### src/rtl/pic_debug_bridge.sv
// pic_debug_bridge: host debug initiator for the PIC16C5x register file.
// Takes byte-framed read/write commands from a host stream, halts the core
// with a haltReq/haltAck handshake, performs one register-file access and
// returns read data on the host output stream.
//
// Ports:
//   clk, rst                  clock, asynchronous active-high reset
//   hostInData/Valid/Ready    command/data byte stream from the host
//   hostOutData/Valid/Ready   response byte stream to the host
//   haltReq, haltAck          core halt request / halted acknowledge
//   writeCommand              register-file command (3'b010 write, 3'b000 idle)
//   fileAddr, writeDataOut    register-file address and write data
//   regfileIn                 register-file combinational read data
//   busy                      bridge is not idle
//   timeoutErr                sticky halt-timeout flag
//
// Command byte: bit7 W (1 write), bit6 HOLD (keep core halted), bit5 ignored,
// bits4:0 file address. A write frame carries one extra data byte.
module pic_debug_bridge #(
  parameter int unsigned           DATA_WIDTH   = 8,
  parameter int unsigned           ADDR_WIDTH   = 5,
  parameter int unsigned           HALT_TIMEOUT = 255,
  parameter logic [DATA_WIDTH-1:0] ERR_BYTE     = 8'hEE
) (
  input  logic                  clk,
  input  logic                  rst,
  input  logic [DATA_WIDTH-1:0] hostInData,
  input  logic                  hostInValid,
  output logic                  hostInReady,
  output logic [DATA_WIDTH-1:0] hostOutData,
  output logic                  hostOutValid,
  input  logic                  hostOutReady,
  output logic                  haltReq,
  input  logic                  haltAck,
  output logic [2:0]            writeCommand,
  output logic [ADDR_WIDTH-1:0] fileAddr,
  output logic [DATA_WIDTH-1:0] writeDataOut,
  input  logic [DATA_WIDTH-1:0] regfileIn,
  output logic                  busy,
  output logic                  timeoutErr
);

  localparam int unsigned CNT_W = (HALT_TIMEOUT < 1) ? 1 : $clog2(HALT_TIMEOUT + 1);

  localparam logic [2:0] S_IDLE      = 3'd0;
  localparam logic [2:0] S_GET_DATA  = 3'd1;
  localparam logic [2:0] S_HALT_WAIT = 3'd2;
  localparam logic [2:0] S_ACCESS    = 3'd3;
  localparam logic [2:0] S_RESP      = 3'd4;
  localparam logic [2:0] S_RELEASE   = 3'd5;
  localparam logic [2:0] S_ABORT     = 3'd6;

  localparam logic [2:0] WCMD_IDLE  = 3'b000;
  localparam logic [2:0] WCMD_WRITE = 3'b010;

  logic [2:0]            state_q, state_d;
  logic [CNT_W-1:0]      cnt_q, cnt_d;
  logic                  w_q, w_d;
  logic                  hold_q, hold_d;
  logic [ADDR_WIDTH-1:0] addr_q, addr_d;
  logic [DATA_WIDTH-1:0] wdata_q, wdata_d;
  logic [DATA_WIDTH-1:0] rdata_q, rdata_d;
  logic                  halt_q, halt_d;
  logic                  terr_q, terr_d;
  logic [2:0]            wcmd_q, wcmd_d;
  logic                  in_ready_q, in_ready_d;
  logic                  out_valid_q, out_valid_d;
  logic                  busy_q, busy_d;
  logic                  in_hs;

  // State register and all registered outputs
  always_ff @(posedge clk or posedge rst) begin
    if (rst) begin
      state_q     <= S_IDLE;
      cnt_q       <= '0;
      w_q         <= 1'b0;
      hold_q      <= 1'b0;
      addr_q      <= '0;
      wdata_q     <= '0;
      rdata_q     <= '0;
      halt_q      <= 1'b0;
      terr_q      <= 1'b0;
      wcmd_q      <= WCMD_IDLE;
      in_ready_q  <= 1'b0;
      out_valid_q <= 1'b0;
      busy_q      <= 1'b0;
    end else begin
      state_q     <= state_d;
      cnt_q       <= cnt_d;
      w_q         <= w_d;
      hold_q      <= hold_d;
      addr_q      <= addr_d;
      wdata_q     <= wdata_d;
      rdata_q     <= rdata_d;
      halt_q      <= halt_d;
      terr_q      <= terr_d;
      wcmd_q      <= wcmd_d;
      in_ready_q  <= in_ready_d;
      out_valid_q <= out_valid_d;
      busy_q      <= busy_d;
    end
  end

  // Next-state and next-output logic
  always_comb begin
    state_d = state_q;
    cnt_d   = cnt_q;
    w_d     = w_q;
    hold_d  = hold_q;
    addr_d  = addr_q;
    wdata_d = wdata_q;
    rdata_d = rdata_q;
    halt_d  = halt_q;
    terr_d  = terr_q;
    wcmd_d  = WCMD_IDLE;
    in_hs   = hostInValid && in_ready_q;

    case (state_q)
      S_IDLE: begin
        if (in_hs) begin
          addr_d  = hostInData[ADDR_WIDTH-1:0];
          w_d     = hostInData[DATA_WIDTH-1];
          hold_d  = hostInData[DATA_WIDTH-2];
          terr_d  = 1'b0;
          state_d = hostInData[DATA_WIDTH-1] ? S_GET_DATA : S_HALT_WAIT;
        end
      end
      S_GET_DATA: begin
        if (in_hs) begin
          wdata_d = hostInData;
          state_d = S_HALT_WAIT;
        end
      end
      S_HALT_WAIT: begin
        // Acknowledge wins over a timeout landing in the same cycle
        if (haltAck) begin
          state_d = S_ACCESS;
        end else if (cnt_q == CNT_W'(HALT_TIMEOUT)) begin
          state_d = S_ABORT;
        end else begin
          cnt_d = cnt_q + CNT_W'(1);
        end
      end
      S_ACCESS: begin
        if (w_q) begin
          state_d = S_RELEASE;
        end else begin
          rdata_d = regfileIn;
          state_d = S_RESP;
        end
      end
      S_RESP: begin
        if (hostOutReady) begin
          state_d = S_RELEASE;
        end
      end
      S_RELEASE: begin
        // AND with halt_q so a HOLD after an abort never re-raises haltReq
        halt_d  = halt_q & hold_q;
        state_d = S_IDLE;
      end
      S_ABORT: begin
        terr_d = 1'b1;
        halt_d = 1'b0;
        if (w_q) begin
          state_d = S_IDLE;
        end else begin
          rdata_d = ERR_BYTE;
          state_d = S_RESP;
        end
      end
      default: begin
        state_d = S_IDLE;
      end
    endcase

    // Entry into HALT_WAIT: restart the timeout and request the halt
    if ((state_d == S_HALT_WAIT) && (state_q != S_HALT_WAIT)) begin
      cnt_d  = '0;
      halt_d = 1'b1;
    end

    if ((state_d == S_ACCESS) && w_q) begin
      wcmd_d = WCMD_WRITE;
    end

    in_ready_d  = (state_d == S_IDLE) || (state_d == S_GET_DATA);
    out_valid_d = (state_d == S_RESP);
    busy_d      = (state_d != S_IDLE);
  end

  assign hostInReady  = in_ready_q;
  assign hostOutData  = rdata_q;
  assign hostOutValid = out_valid_q;
  assign haltReq      = halt_q;
  assign writeCommand = wcmd_q;
  assign fileAddr     = addr_q;
  assign writeDataOut = wdata_q;
  assign busy         = busy_q;
  assign timeoutErr   = terr_q;

endmodule

### config.mk
export PLATFORM = sky130hd
export DESIGN_NAME = pic_debug_bridge
export DESIGN_NICKNAME = d
export VERILOG_FILES = /design/src/rtl/pic_debug_bridge.sv
export SDC_FILE = /design/constraint.sdc
export NUM_CORES = 1
export LEC_CHECK = 0
export ABC_AREA = 1
export CAP_MARGIN = 10
export CORE_MARGIN = 2
export CORE_UTILIZATION = 45
export CTS_BUF_LIST = sky130_fd_sc_hd__clkbuf_8
export DETAILED_ROUTE_END_ITERATION = 10
export PLACE_DENSITY = 0.9
export SYNTH_ARGS = -nofsm -noshare
export SYNTH_HDL_FRONTEND = slang
export SYNTH_SLANG_ARGS = --single-unit
### constraint.sdc
create_clock -name clk -period 1.4 [get_ports clk]
set_clock_uncertainty 0.05 [all_clocks]
set_input_delay 0.28 -clock clk [delete_from_list [all_inputs] [get_ports clk]]
set_output_delay 0.28 -clock clk [all_outputs]
set_load 0.02 [all_outputs]
==> results_tabular.tex <==
\begin{tabular}{lr}
\hline
Metric & Value \\
\hline
\multicolumn{2}{l}{\textbf{STA}} \\
Achievable clock frequency & 672 MHz \\
Min setup slack post-route & -0.0881 ns \\
Hold violation count in the final report & 0 \\
RSZ-0062 raised after global routing & yes \\
Final critical delay including setup and external delays & 1.49 ns \\
Worst-case hold slack & around 0.29 ns \\
Count of final max-slew check failures & 0 \\
Period utilization & 106\% \\
Final-report setup violation count & 7 \\
\multicolumn{2}{l}{\textbf{Power and ir drop}} \\
Leak Pwr & 1.55 nW \\
PD cells & roughly 2000 nW/µm² \\
Max IR drop VDD & 1240 µV \\
\multicolumn{2}{l}{\textbf{Synth}} \\
Mean post-synth cell area & 7.90 µm² \\
Number of distinct library cells after synthesis & 22 \\
Gate count after technology mapping & 245 \\
Total number of yosys warnings & 0 \\
Sequential element share of the synthesized area & 51.7\% \\
Syn Std Cell Area & around 1900 µm² \\
Register bit total from synthesis & 40 \\
\multicolumn{2}{l}{\textbf{Floorplanning}} \\
Number of top-level design ports & 50 \\
Site row count & 23 \\
Placeable Area & 4060 µm² \\
Floorplan die width & 69.6 µm \\
Die extent in y & 69.6 µm \\
Initial cell density of the core & about 48\% \\
Die area & a little under 5000 µm² \\
\multicolumn{2}{l}{\textbf{Place}} \\
Number of buffers added on ports & 47 \\
Post-placement cell count & 357 \\
Setup WS pre-CTS & -0.345 ns \\
Sum of net half-perimeters after detailed placement & 3290 µm \\
Total placed instance area & 2580 µm² \\
Final RePlAce weighted congestion & 0.854 \\
\multicolumn{2}{l}{\textbf{GRT}} \\
Number of antenna violations at the first check in global routing & 0 \\
Overall track demand over capacity in global routing & 20.9\% \\
Met3 Use GR & 5.81\% \\
Overflow left after global routing & 0 \\
Pin count of the biggest net entering global routing & 41 \\
Top Usage Layer GRT & met2 \\
Wire length of the first global-routing pass & between 7000 and 8000 µm \\
Global routing usage on met1 & between 20 and 25\% \\
Via count of the first global-routing pass & 1,813 \\
M2 GR Usage & 33.8\% \\
\multicolumn{2}{l}{\textbf{Detailed routing}} \\
Total Wirelength & approximately 5300 µm \\
Post-DR vias/cell & 5.01 \\
Final antenna-violating net count & 0 \\
Total vias in the final route & 1,875 \\
Drt first-iter violations & 133 \\
DR WL/cell & around 14 µm \\
Remaining DRCs & 0 \\
Count of TritonRoute iterations in the first routing pass & 4 \\
\multicolumn{2}{l}{\textbf{Flow run}} \\
Count of maximum capacitance violations & 0 \\
\multicolumn{2}{l}{\textbf{Setup path}} \\
Worst EP arrival & 1.62 ns \\
Type of destination of the critical path & register \\
Worst-case reg-to-reg path depth & 8 \\
Data required time of the worst path & about 1.5 ns \\
Worst setup SP type & register \\
Worst setup path class & reg2reg \\
Highest net fanout along the worst path & 6 \\
\multicolumn{2}{l}{\textbf{Hold path}} \\
Path category of the worst min-delay check & in2async \\
\multicolumn{2}{l}{\textbf{Finish}} \\
Fraction of final layout cells sized beyond drive strength 1 & 24.1\% \\
Antenna cell count & 0 \\
Layout overhead on the synthesized area & 48.4\% \\
Net count of the finished layout & 345 \\
Count of fill cells added during filler insertion & 309 \\
Final cell area excluding filler cells & 2870 µm² \\
Final cell count without fillers & 374 \\
\multicolumn{2}{l}{\textbf{Clock tree}} \\
Clock sink count & 40 \\
Worst-case clock buffer depth & 2 \\
TritonCTS clock tree & built \\
Hold-fix buffers, CTS & 0 \\
Root buffer cell & clkbuf\_8 \\
CTS Buf Count & 5 \\
Source-to-sink clock delay at the later pin of the worst-skew pair & approximately 0.29 ns \\
Total number of H-tree levels & 2 \\
Clock Pin Slew Worst Setup and Hold Paths & approximately 0.070 ns \\
\multicolumn{2}{l}{\textbf{Status}} \\
Outcome & finished, violations left \\
Violated checks & setup timing \\
\hline
\end{tabular}
[kinds of logic after synthesis]
kind of cell / share of synthesized area (%)
buf+inv: 9.57
fa+ha+maj: 0.646
compound gates: 8.02
mux: 0.582
other cells: 0.194
simple gates: 29.3
flops: 51.7
[what timing repair did]
action,CTS,global route
gates resized for setup,37,35
buffers inserted,1,7
pin swaps,8,17
gates cloned,0,1
endpoints found under the setup margin,45,30
[cells in the final DEF, fill, tap and decap left out, types with 3 or more instances in the layout]
master,Yosys,final
o21ai_2,7,6
dlygate4sd2_1,0,27
nor2_2,2,6
nand3_2,0,4
nand3_1,19,15
nand2_2,1,5
inv_2,3,8
nor2_4,0,3
buf_6,2,6
nor2_1,20,13
o21ai_0,10,9
dfrtp_1,40,39
inv_1,33,29
clkdlybuf4s50_1,0,19
nand2_1,94,87
buf_4,3,20
nand2_4,0,3
clkbuf_8,0,6
[critical path, stage by stage (launching register included)]
cell and delay (ns):
dfrtp_1 0.39, buf_6 0.13, nor2_4 0.17, buf_12 0.14, o211ai_4 0.13, nand2_2 0.13
nand2_4 0.09, nand2_1 0.10, nand2_1 0.06
[synthesized netlist by cell type (all sizes together)]
library cell  instances  share of area, %
conb                  1              0.19
a21oi                 1              0.84
nor4                  1              0.32
or2                   1              0.32
nand4                 2              0.65
o22ai                 1              0.32
ha                    1              0.65
o21ai                17               5.8
mux2                  1              0.58
inv                  36               7.0
o211ai                1               1.1
nand3                19               4.9
nor2                 22               4.5
buf                   6               2.6
nand2                95                19
dfrtp                40                52
[final timing paths]
check / slack [ns] / startpoint / end
setup / recovery: -0.09 / state_q[1] / cnt_q[3]
setup reg to reg: -0.09 / state_q[1] / cnt_q[3]
hold / removal: 0.29 / rst / hostOutData[7]
max in group asynchronous: 0.81 / rst / state_q[0]
min in group clk: 0.34 / hostInData[7] / writeDataOut[7]
hold reg to reg: 0.43 / hostOutData[2] / hostOutData[2]
[where the power goes]
group          internal (W)  switching, W
clock network      0.000387      0.000379
logic               0.00125       0.00174
registers           0.00165      0.000379
total               0.00329       0.00250
[final cells by class]
type	instances	area, µm²	share of cell area, %
clock buffer	6	82.6	2.88
inverter	36	138	4.79
multi-input combinational	165	882	30.7
tap	50	62.6	2.18
clock inverter	2	7.51	0.261
sequential	40	1000	34.9
timing repair buffer	75	697	24.3
[routing by layer]
| metal | vias up | wire (µm) |
|---|---|---|
| li1 | 908 | - |
| met1 | 865 | 2240 |
| met2 | 85 | 2580 |
| met3 | 17 | 331 |
| met4 | 0 | 157 |
| met5 | - | 0 |
[state kept, by name, summed over array words and instances, names as in the netlist]
name and flops:
state_q 3, hostInReady 1, haltReq 1, writeDataOut 8
fileAddr 5, writeCommand 1, cnt_q 8, hostOutValid 1
timeoutErr 1, busy 1, w_q 1, hold_q 1
hostOutData 8
[per-stage QoR]
step           power (W)  setup TNS (ns)  util, %
2_1_floorplan    0.00350               0        -
3_3_place_gp     0.00462           -5.88     63.7
3_5_place_dp     0.00474           -6.95     63.7
4_1_cts          0.00533         -0.0778     66.1
5_1_grt          0.00617           -1.91     70.8
6_report         0.00579          -0.381     70.8
Power figures use the tool's default switching activity.
